--- src/rtl/mem_port_arbiter.sv ---
// Two-port to one-port memory arbiter: fetch port A (read-only) and data port B (read/write)
// share one downstream port, one transaction at a time, round-robin on conflict.
module mem_port_arbiter #(
  parameter int unsigned ADDR_WIDTH = 32,
  parameter int unsigned DATA_WIDTH = 32,
  parameter int unsigned CNT_WIDTH  = 32
) (
  input  logic                  clk,
  input  logic                  rst_n,
  input  logic                  read_a,
  input  logic [ADDR_WIDTH-1:0] address_a,
  output logic [DATA_WIDTH-1:0] rdata_a,
  output logic                  resp_a,
  input  logic                  read_b,
  input  logic                  write,
  input  logic [ADDR_WIDTH-1:0] address_b,
  input  logic [DATA_WIDTH-1:0] wdata,
  input  logic [3:0]            wmask,
  output logic [DATA_WIDTH-1:0] rdata_b,
  output logic                  resp_b,
  output logic                  mem_read,
  output logic                  mem_write,
  output logic [ADDR_WIDTH-1:0] mem_address,
  output logic [DATA_WIDTH-1:0] mem_wdata,
  output logic [3:0]            mem_wmask,
  input  logic [DATA_WIDTH-1:0] mem_rdata,
  input  logic                  mem_resp,
  output logic [CNT_WIDTH-1:0]  conflict_cnt
);

  typedef enum logic [1:0] {StIdle, StServeA, StServeB} state_e;

  state_e                  state_q;
  logic                    last_grant_b_q;
  logic [ADDR_WIDTH-1:0]   addr_q;
  logic [DATA_WIDTH-1:0]   wdata_q;
  logic [3:0]              wmask_q;
  logic                    op_write_q;
  logic [CNT_WIDTH-1:0]    cnt_q;

  logic req_a, req_b, grant_a, grant_b;

  assign req_a = read_a;
  assign req_b = read_b | write;

  // On conflict the port that did not win last time gets the grant.
  assign grant_a = req_a & (~req_b | last_grant_b_q);
  assign grant_b = req_b & (~req_a | ~last_grant_b_q);

  always_ff @(posedge clk or negedge rst_n) begin
    if (!rst_n) begin
      state_q        <= StIdle;
      last_grant_b_q <= 1'b1;
      addr_q         <= '0;
      wdata_q        <= '0;
      wmask_q        <= '0;
      op_write_q     <= 1'b0;
      cnt_q          <= '0;
    end else begin
      unique case (state_q)
        StIdle: begin
          if (req_a && req_b && (cnt_q != {CNT_WIDTH{1'b1}})) begin
            cnt_q <= cnt_q + CNT_WIDTH'(1);
          end
          if (grant_a) begin
            state_q        <= StServeA;
            last_grant_b_q <= 1'b0;
            addr_q         <= address_a;
            op_write_q     <= 1'b0;
            wdata_q        <= '0;
            wmask_q        <= '0;
          end else if (grant_b) begin
            state_q        <= StServeB;
            last_grant_b_q <= 1'b1;
            addr_q         <= address_b;
            // Simultaneous read_b and write is a write.
            op_write_q     <= write;
            wdata_q        <= wdata;
            wmask_q        <= write ? wmask : 4'h0;
          end
        end
        StServeA, StServeB: begin
          if (mem_resp) state_q <= StIdle;
        end
        default: state_q <= StIdle;
      endcase
    end
  end

  assign mem_read     = (state_q != StIdle) & ~op_write_q;
  assign mem_write    = (state_q != StIdle) & op_write_q;
  assign mem_address  = addr_q;
  assign mem_wdata    = wdata_q;
  assign mem_wmask    = wmask_q;
  assign conflict_cnt = cnt_q;

  assign resp_a = (state_q == StServeA) & mem_resp;
  assign resp_b = (state_q == StServeB) & mem_resp;

  // Read data is a pass-through, forced to zero while held in reset.
  assign rdata_a = rst_n ? mem_rdata : '0;
  assign rdata_b = rst_n ? mem_rdata : '0;

endmodule
--- config.mk ---
export PLATFORM = sky130hd
export DESIGN_NAME = mem_port_arbiter
export DESIGN_NICKNAME = d
export VERILOG_FILES = /design/src/rtl/mem_port_arbiter.sv
export SDC_FILE = /design/constraint.sdc
export NUM_CORES = 1
export LEC_CHECK = 0
export CAP_MARGIN = 30
export CORE_ASPECT_RATIO = 0.8
export CORE_MARGIN = 8
export CORE_UTILIZATION = 30
export CTS_BUF_LIST = sky130_fd_sc_hd__clkbuf_8
export DETAILED_ROUTE_END_ITERATION = 8
export PLACE_DENSITY = 0.74
export SLEW_MARGIN = 0
export SYNTH_ARGS = -nofsm -noshare
export SYNTH_HDL_FRONTEND = slang
export SYNTH_SLANG_ARGS = --single-unit
--- constraint.sdc ---
create_clock -name clk -period 3.09 [get_ports clk]
set_clock_uncertainty 0.2 [all_clocks]
set_input_delay 0.4635 -clock clk [delete_from_list [all_inputs] [get_ports clk]]
set_output_delay 0.4635 -clock clk [all_outputs]
set_load 0.1 [all_outputs]
==> run metrics, run 1 <==
io pins=306; slew margin rel.=58.70%; Main synth FF type=dfrtp_1; syn avg cell area=10.77 sq um; clock tree buffer depth=2; most used cell, CP=buf_4; H-tree levels=3; setup TNS=0 ps; Ys Warns=0; DRT Pass-1 Iters=4; Initial Util=30.59%; routed len/inst=17.56 um; power per cell area=1144 nW/um^2; post-route ant nets=0; Core ar.=16550 sq um; Power, Total=9.306 mW; hold crit path type=reg -> reg; initial antenna violation count=0; max-cap violation count=0; Net Count, Synth=612; Max IR drop VDD=0.9204 mV; CTS Buf Count=9; largest stage delay on the critical path=530 ps; most frequent cells in the layout=buf_4 (162), clkdlybuf4s50_1 (136), dfrtp_1 (103); post-synthesis sequential area ratio=51.42%; CP Capture Type=output pin; vias in the first global route=4603; Synth-to-Final Area Change=60.71%; largest net degree at the start of global routing=59; pre-CTS setup slack=440.5 ps; Iter 0 DRT Violations=229; status=complete, no violations; RSZ-0062 raised after global routing=false; post_cts resized=0; RePlAce Congestion=0.7970; pins over their slew limit=0; root buffer cell=clkbuf_8; grt ovf=0; #FFs+latches synth=104; final wirelength=16910 um; Worst Path Max Fanout=38; Port Buffers=305; DRC=0; met3 WL=1389 um; CTS tree=built; row count=42; chip width=161.3 um; first-pass GRT wire length=26740 um; Cell Area, Synth=5064 sq um; fillers=1515; CP Launch Type=input port; ordered cell list for the critical path=dlygate4sd3_1 -> buf_4 -> and2_1 -> buf_4; ratio of final minimum period to clock period=83.29%; EDFF count, synth=0; final setup fails=0; via count=4423; GRT Total Usage=15.69%; share of post-route cells with drive strength above 1=27.73%; fin util=49.16%; Worst-Skew Late Latency=380 ps; die area=21320 sq um; Synth cell types=40; WS Path Type=in -> out; max frequency=0.3886 GHz; Syn Inst Count=470; routed wl met2=7772 um; top layer in use=met4; Hold Fails Final Rpt=0; final worst setup slack=516.5 ps; dpl hpwl=13540 um; CP max stage cell=dlygate4sd3_1; routed vias/inst=4.593; most common cell after layout, fill and taps aside=buf_4; required time of the critical path=2430 ps; min cycle time layout=2574 ps; CTS sink cnt=104; Antenna Cells=0; Leak Pwr=3.981 nW; Reg clk slew, reported paths=100 ps; Async SR Flop Fraction=100.0%; nets=880; met1 WL=7486 um; pin slew with the least headroom to its limit=618.5 ps; die height=132.2 um; Critical Path AT=1910 ps
==> path summary, 6_finish.rpt <==
path	slack, ps	start	cells after the start	end
worst min register to register	290	mem_address[13]	2	mem_address[13]
min in group asynchronous	350	rst_n	2	mem_address[5]
worst min-delay path	290	mem_address[13]	2	mem_address[13]
worst max-delay path	520	rst_n	4	rdata_b[8]
worst max register to register	610	state_q[1]	7	conflict_cnt[22]
max in group asynchronous	1130	rst_n	4	last_grant_b_q
==> flip-flops by register name, summed over array words and instances (netlist names) <==
register        cells
conflict_cnt       32
last_grant_b_q      1
mem_address        32
mem_wdata          32
mem_wmask           4
op_write_q          1
state_q             2
==> synthesized netlist by cell type, types with 3 or more instances <==
cell type | number | share of area, %
a21oi_1 | 4 | 0.40
a22o_1 | 38 | 6.6
and2_1 | 37 | 4.6
and3_1 | 11 | 1.4
and4_1 | 5 | 0.86
buf_2 | 9 | 0.89
buf_4 | 32 | 4.7
clkbuf_1 | 17 | 1.3
dfrtp_1 | 103 | 51
ha_1 | 4 | 0.99
inv_1 | 4 | 0.30
mux2i_1 | 32 | 6.3
nand2_1 | 46 | 3.4
nand3_1 | 12 | 1.2
nand4_1 | 9 | 1.1
nor2_1 | 12 | 0.89
nor2b_1 | 3 | 0.37
nor3_1 | 8 | 0.79
o21ai_0 | 35 | 3.5
xnor2_1 | 12 | 2.1
xor2_1 | 15 | 2.6
==> kinds of logic (layout without fill, tap and decap cells) <==
kind of cell	count (synthesis)	after routing	synth area share, %
fa+ha+maj	4	4	0.9884
compound gates	86	86	12.01
buf+inv	62	335	7.190
xor+xnor	27	27	4.670
flops	104	104	51.42
mux	35	35	7.067
simple gates	152	152	16.65
==> where the power goes <==
part           total [mW]  internal, mW  leakage [nW]  switching (mW)
clock network       0.934         0.400         0.111           0.533
registers            2.17          1.85          1.33           0.317
logic                6.20          1.35          2.54            4.85
total                9.31          3.61          3.98            5.70
==> critical path: cells and delay by family <==
kind          cells  cell delay, ps
buf+inv           3            1160
simple gates      1             250
==> per-layer routing <==
metal	GRT usage, %	vias to the layer above
li1	-	2150
met4	4.363	0
met5	0	-
met3	6.149	16
met1	19.61	2063
met2	24.65	194
==> what timing repair did <==
item,CTS,global route
hold buffers,1,0
buffers inserted,0,0
hold endpoints to repair,4,0
endpoints found under the setup margin,0,0
==> through the flow <==
step	hold WS, ps	instances	cell area (sq um)
5_1_grt	308.8	963	8138
3_3_place_gp	197.0	946	7909
4_1_cts	296.2	963	8138
6_report	287.7	963	8138
3_5_place_dp	202.1	946	7909
2_1_floorplan	-32.09	470	5064
==> area by class of cell <==
cell class                      count  area [sq um]  share of cell area [%]
Clock buffer                        9         123.9                   1.522
Clock inverter                      7         95.09                   1.169
Inverter                            4         15.01                  0.1845
Multi-Input combinational cell    304          2117                   26.01
Sequential cell                   104          2604                   32.00
Tap cell                          220         275.3                   3.383
Timing Repair Buffer              315          2908                   35.73
Note: power is estimated with default switching activity, not from simulation.
==> run 2, diff against run 1 <==
==> constraint.sdc (replaced) <==
create_clock -name clk -period 2.47 [get_ports clk]
set_clock_uncertainty 0.2 [all_clocks]
set_input_delay 0.3705 -clock clk [delete_from_list [all_inputs] [get_ports clk]]
set_output_delay 0.3705 -clock clk [all_outputs]
set_load 0.1 [all_outputs]
==> run 2 against run 1 <==
  * Flip-flop and latch count did not move
  * Register-to-register slack got worse by 320 ps
  * Cell area rose by 9.8%
  * Count of clock-buffer cells in the layout unchanged
  * Largest cell class unchanged
==> run metrics, run 2 (synthesized netlist as in run 1, its figures left out) <==
most frequent cells in the layout=clkdlybuf4s50_1 (136), buf_4 (115), dfrtp_1 (74) (was buf_4 (162), clkdlybuf4s50_1 (136), dfrtp_1 (103)); Hold Path Origin=conflict_cnt[29] (was mem_address[13]); routed vias/inst=4.642 (was 4.593); fillers=1424 (was 1515); DRT Pass-1 Iters=4 (unchanged); critical path buffer and inverter count=3 (unchanged); power per cell area=1340 nW/um^2 (was 1144 nW/um^2); CP top delay family=buffers and inverters (unchanged); status=complete, no violations (unchanged); pin slew with the least headroom to its limit=675.2 ps (was 618.5 ps); row count=42 (unchanged); die area=21320 sq um (unchanged); min cycle time layout=2414 ps; ordered cell list for the critical path=dlygate4sd3_1 -> buf_4 -> and2_1 -> buf_12 (was dlygate4sd3_1 -> buf_4 -> and2_1 -> buf_4); # Post-CTS Setup Buffers=0 (unchanged); via count=4512 (was 4423); final worst setup slack=56.35 ps (was 516.5 ps); slew margin rel.=54.99% (was 58.70%); fin util=54.00% (was 49.16%); Reg clk slew, reported paths=110 ps (was 100 ps); r2r endpoint=conflict_cnt[31] (was conflict_cnt[22]); final wirelength=17560 um (was 16910 um); routed len/inst=18.06 um (was 17.56 um); Worst Path Max Fanout=36 (was 38); worst hold endpoint=conflict_cnt[29] (was mem_address[13]); nets=889 (was 880); required time of the critical path=1900 ps (was 2430 ps); Core ar.=16550 sq um (unchanged); dpl hpwl=14300 um (was 13540 um); io pins=306 (unchanged); pins over their slew limit=0 (unchanged); worst r2r path cells=5 (was 7); worst hold slack=290.8 ps (was 287.7 ps); H-tree levels=3 (unchanged); Antenna Cells=0 (unchanged); clock tree buffer depth=2 (unchanged); Synth-to-Final Area Change=76.53% (was 60.71%); GRT Total Usage=15.88% (was 15.69%); CP max stage cell=dlygate4sd3_1 (unchanged); CTS sink cnt=104 (unchanged); Power, Total=11.98 mW (was 9.306 mW); die height=132.2 um (unchanged); vias in the first global route=4745 (was 4603); grt ovf=0 (unchanged); CTS Buf Count=9 (unchanged); Max IR drop VDD=1.373 mV (was 0.9204 mV); final setup fails=0 (unchanged); Port Buffers=305 (unchanged); post-route ant nets=0 (unchanged); Iter 0 DRT Violations=194 (was 229); Hold Fails Final Rpt=0 (unchanged); hold crit path type=reg -> reg (unchanged); max frequency=0.4143 GHz; Critical Path AT=1840 ps (was 1910 ps); r2r setup slk=290 ps (was 610 ps); worst hold stages=1 (was 2); chip width=161.3 um (unchanged); pre-CTS setup slack=97.86 ps (was 440.5 ps); largest net degree at the start of global routing=54 (was 59); setup TNS=0 ps (unchanged); CTS tree=built (unchanged); DRC=0 (unchanged); CP Capture Type=output pin (unchanged); CP Launch Type=input port (unchanged); RSZ-0062 raised after global routing=false (unchanged); share of post-route cells with drive strength above 1=32.71% (was 27.73%); most common cell after layout, fill and taps aside=clkdlybuf4s50_1 (was buf_4); ratio of final minimum period to clock period=97.72%; largest stage delay on the critical path=580 ps (was 530 ps); WS Path Type=in -> out (unchanged); Worst-Skew Late Latency=380 ps (about the same); root buffer cell=clkbuf_8 (unchanged); RePlAce Congestion=0.7845 (was 0.7970); Leak Pwr=4.183 nW (was 3.981 nW); Crit Reg-Reg Startpoint=conflict_cnt[8] (was state_q[1]); Initial Util=30.59% (unchanged); max-cap violation count=0 (unchanged); initial antenna violation count=1 (was 0); first-pass GRT wire length=27110 um (was 26740 um)
-- run 2: worst max-delay path by stage --
stage | depth (start not counted) | endpoint | start
after floorplan | 5 | conflict_cnt[1] | conflict_cnt[30]
after global placement | 6 | conflict_cnt[31] | read_b
after detailed placement | 6 | conflict_cnt[31] | write
after CTS | 4 | rdata_b[19] | rst_n
after global routing | 4 | rdata_b[18] | rst_n
final | 4 | rdata_b[18] | rst_n
-- run 2: stage by stage --
step / instance area, sq um / cells
2_1_floorplan: 5105 / 470
3_3_place_gp: 8698 / 954
3_5_place_dp: 8698 / 954
4_1_cts: 8937 / 972
5_1_grt: 8939 / 972
6_report: 8939 / 972
-- run 2: layout make-up --
type / count / area (sq um) / share of cell area, %
Timing Repair Buffer: 324 / 3666 / 41.01
Sequential cell: 104 / 2640 / 29.54
Multi-Input combinational cell: 304 / 2123 / 23.75
Tap cell: 220 / 275.3 / 3.080
Clock buffer: 9 / 123.9 / 1.386
Clock inverter: 7 / 95.09 / 1.064
Inverter: 4 / 15.01 / 0.1680
-- run 2: per-layer routing --
layer | vias to the layer above | routed length, um | share of wire (%) | global-route usage, %
li1 | 2168 | - | - | -
met1 | 2105 | 7233 | 41 | 18.56
met2 | 215 | 8402 | 48 | 26.33
met3 | 22 | 1612 | 9.2 | 6.367
met4 | 2 | 296 | 1.7 | 4.671
met5 | - | 12 | 0.068 | 0
-- run 2: report_power, final --
part	internal, mW	total [mW]	switching (mW)
Combinational	1.97	8.10	6.13
Clock	0.501	1.16	0.657
Sequential	2.32	2.72	0.397
-- run 2: worst reg2reg max path, cell delays in order (launching register included) --
cell     delay [ps]
dfrtp_2         450
nand4_2         160
nor4b_4         520
and3_1          270
and3_1          170
mux2_1          310
-- run 2: what timing repair did --
| action | in CTS | in global routing |
|---|---|---|
| endpoints found under the hold margin | 6 | 0 |
| resized for setup | 0 | 1 |
| hold buffers | 2 | 0 |
| endpoints found under the setup margin | 0 | 2 |
==> run 3, diff against run 2 <==
--- a/config.mk
+++ b/config.mk
@@ -12,6 +12,7 @@
 export CTS_BUF_LIST = sky130_fd_sc_hd__clkbuf_8
 export DETAILED_ROUTE_END_ITERATION = 8
 export PLACE_DENSITY = 0.74
+export SETUP_SLACK_MARGIN = 0.02
 export SLEW_MARGIN = 0
 export SYNTH_ARGS = -nofsm -noshare
 export SYNTH_HDL_FRONTEND = slang
==> run 3 against run 2 <==
  * Count of clock-buffer cells in the layout unchanged
  * First-iteration DRC count down 5.2%
  * Flip-flop and latch count unchanged
  * Sequential share of layout area about the same
  * Global-route usage unchanged
  * Largest cell class unchanged
  * Largest power group unchanged
==> run metrics, run 3 (synthesized netlist as in run 1, its figures left out) <==
Iter 0 DRT Violations=184 (was 194); max-cap violation count=0 (unchanged); Worst Path Max Fanout=36 (unchanged); nets=889 (unchanged); Storage cell area=2640 sq um (unchanged); Core ar.=16550 sq um (unchanged); WS Path Type=in -> out (unchanged); Reg clk slew, reported paths=100 ps (was 110 ps); vias in the first global route=4745 (unchanged); root buffer cell=clkbuf_8 (unchanged); die height=132.2 um (unchanged); Hold Fails Final Rpt=0 (unchanged); Max IR drop VDD=1.373 mV (about the same); Critical Path AT=1780 ps (was 1840 ps); slew margin rel.=54.90% (was 54.99%); post-route ant nets=0 (unchanged); share of post-route cells with drive strength above 1=32.71% (unchanged); Initial Util=30.59% (unchanged); CTS tree=built (unchanged); fillers=1424 (unchanged); routed vias/inst=4.647 (was 4.642); CTS sink cnt=104 (unchanged); Leak Pwr=4.185 nW (was 4.183 nW); clock tree buffer depth=2 (unchanged); required time of the critical path=1900 ps (about the same); max frequency=0.4253 GHz (was 0.4143 GHz); pre-CTS setup slack=97.86 ps (unchanged); routed len/inst=18.03 um (was 18.06 um); row count=42 (unchanged); final setup fails=0 (unchanged); final wirelength=17530 um (was 17560 um); ratio of final minimum period to clock period=95.19% (was 97.72%); RePlAce Congestion=0.7845 (unchanged); grt ovf=0 (unchanged); hold crit path type=reg -> reg (unchanged); Worst-Skew Late Latency=380 ps (about the same); chip width=161.3 um (unchanged); Antenna Cells=0 (unchanged); GRT Total Usage=15.88% (unchanged); RSZ-0062 raised after global routing=false (unchanged); power per cell area=1339 nW/um^2 (was 1340 nW/um^2); via count=4517 (was 4512); status=complete, no violations (unchanged); io pins=306 (unchanged); # Post-CTS Setup Buffers=0 (unchanged); DRC=0 (unchanged); first-pass GRT wire length=27110 um (unchanged); setup TNS=0 ps (unchanged); most common cell after layout, fill and taps aside=clkdlybuf4s50_1 (unchanged); CP Launch Type=input port (unchanged); final worst setup slack=118.7 ps (was 56.35 ps); DRT Pass-1 Iters=4 (unchanged); dpl hpwl=14300 um (unchanged); min cycle time layout=2351 ps (was 2414 ps); pin slew with the least headroom to its limit=676.5 ps (was 675.2 ps); Port Buffers=305 (unchanged); CP Capture Type=output pin (unchanged); die area=21320 sq um (unchanged); largest net degree at the start of global routing=54 (unchanged); initial antenna violation count=1 (unchanged); H-tree levels=3 (unchanged); pins over their slew limit=0 (unchanged); Synth-to-Final Area Change=76.60% (was 76.53%); CTS Buf Count=9 (unchanged); most frequent cells in the layout=clkdlybuf4s50_1 (136), buf_4 (114), dfrtp_1 (74) (was clkdlybuf4s50_1 (136), buf_4 (115), dfrtp_1 (74)); footprint of the multi-input gates=2123 sq um (unchanged)
-- run 3: worst paths after layout --
check                      cells past startpoint  slack [ps]               end             from
min                                            1         290   conflict_cnt[6]  conflict_cnt[6]
min reg2reg                                    1         290   conflict_cnt[6]  conflict_cnt[6]
max reg2reg                                    5         280  conflict_cnt[31]  conflict_cnt[3]
min in group asynchronous                      3         550    mem_address[5]            rst_n
max in group asynchronous                      3         830   conflict_cnt[6]            rst_n
max                                            4         120       rdata_b[18]            rst_n
-- run 3: area by class of cell --
class	instances	area share (%)
repair buffers	324	41.04
well taps	220	3.078
inverters	4	0.1679
flip-flops and latches	104	29.52
multi-input cells	304	23.74
clock buffers	9	1.385
clock inverters	7	1.063
-- run 3: worst max-delay path, cell delays in order --
cell           delay [ps]
dlygate4sd3_1         600
buf_6                 250
and2_1                330
buf_12                220
-- run 3: per-stage QoR --
step / std cells / util, % / instance area, sq um / hold slack (ps) / total power [mW]
final: 972 / 54.02 / 8942 / 290.3 / 11.98
after CTS: 972 / 53.99 / 8937 / 296.5 / 12.11
after global placement: 954 / 52.55 / 8698 / 112.0 / 10.84
after detailed placement: 954 / 52.55 / 8698 / 113.2 / 10.92
after floorplan: 470 / - / 5105 / -125.1 / 8.729
after global routing: 972 / 54.02 / 8942 / 308.0 / 12.49
-- run 3: metal layers --
layer	GRT usage (%)	wire length [um]	vias to the layer above
li1	-	-	2167
met1	18.56	7197	2126
met2	26.33	8493	200
met3	6.367	1532	22
met4	4.671	295	2
met5	0	12	-
-- run 3: timing repair --
item / CTS / global route
resized for setup: 0 / 2
hold buffers: 2 / 0
hold endpoints to repair: 6 / 0
setup endpoints to repair: 0 / 10
-- run 3: power breakdown --
group	switching (mW)	internal [mW]
Clock	0.657	0.501
Sequential	0.397	2.32
Combinational	6.13	1.97
Total	7.18	4.79
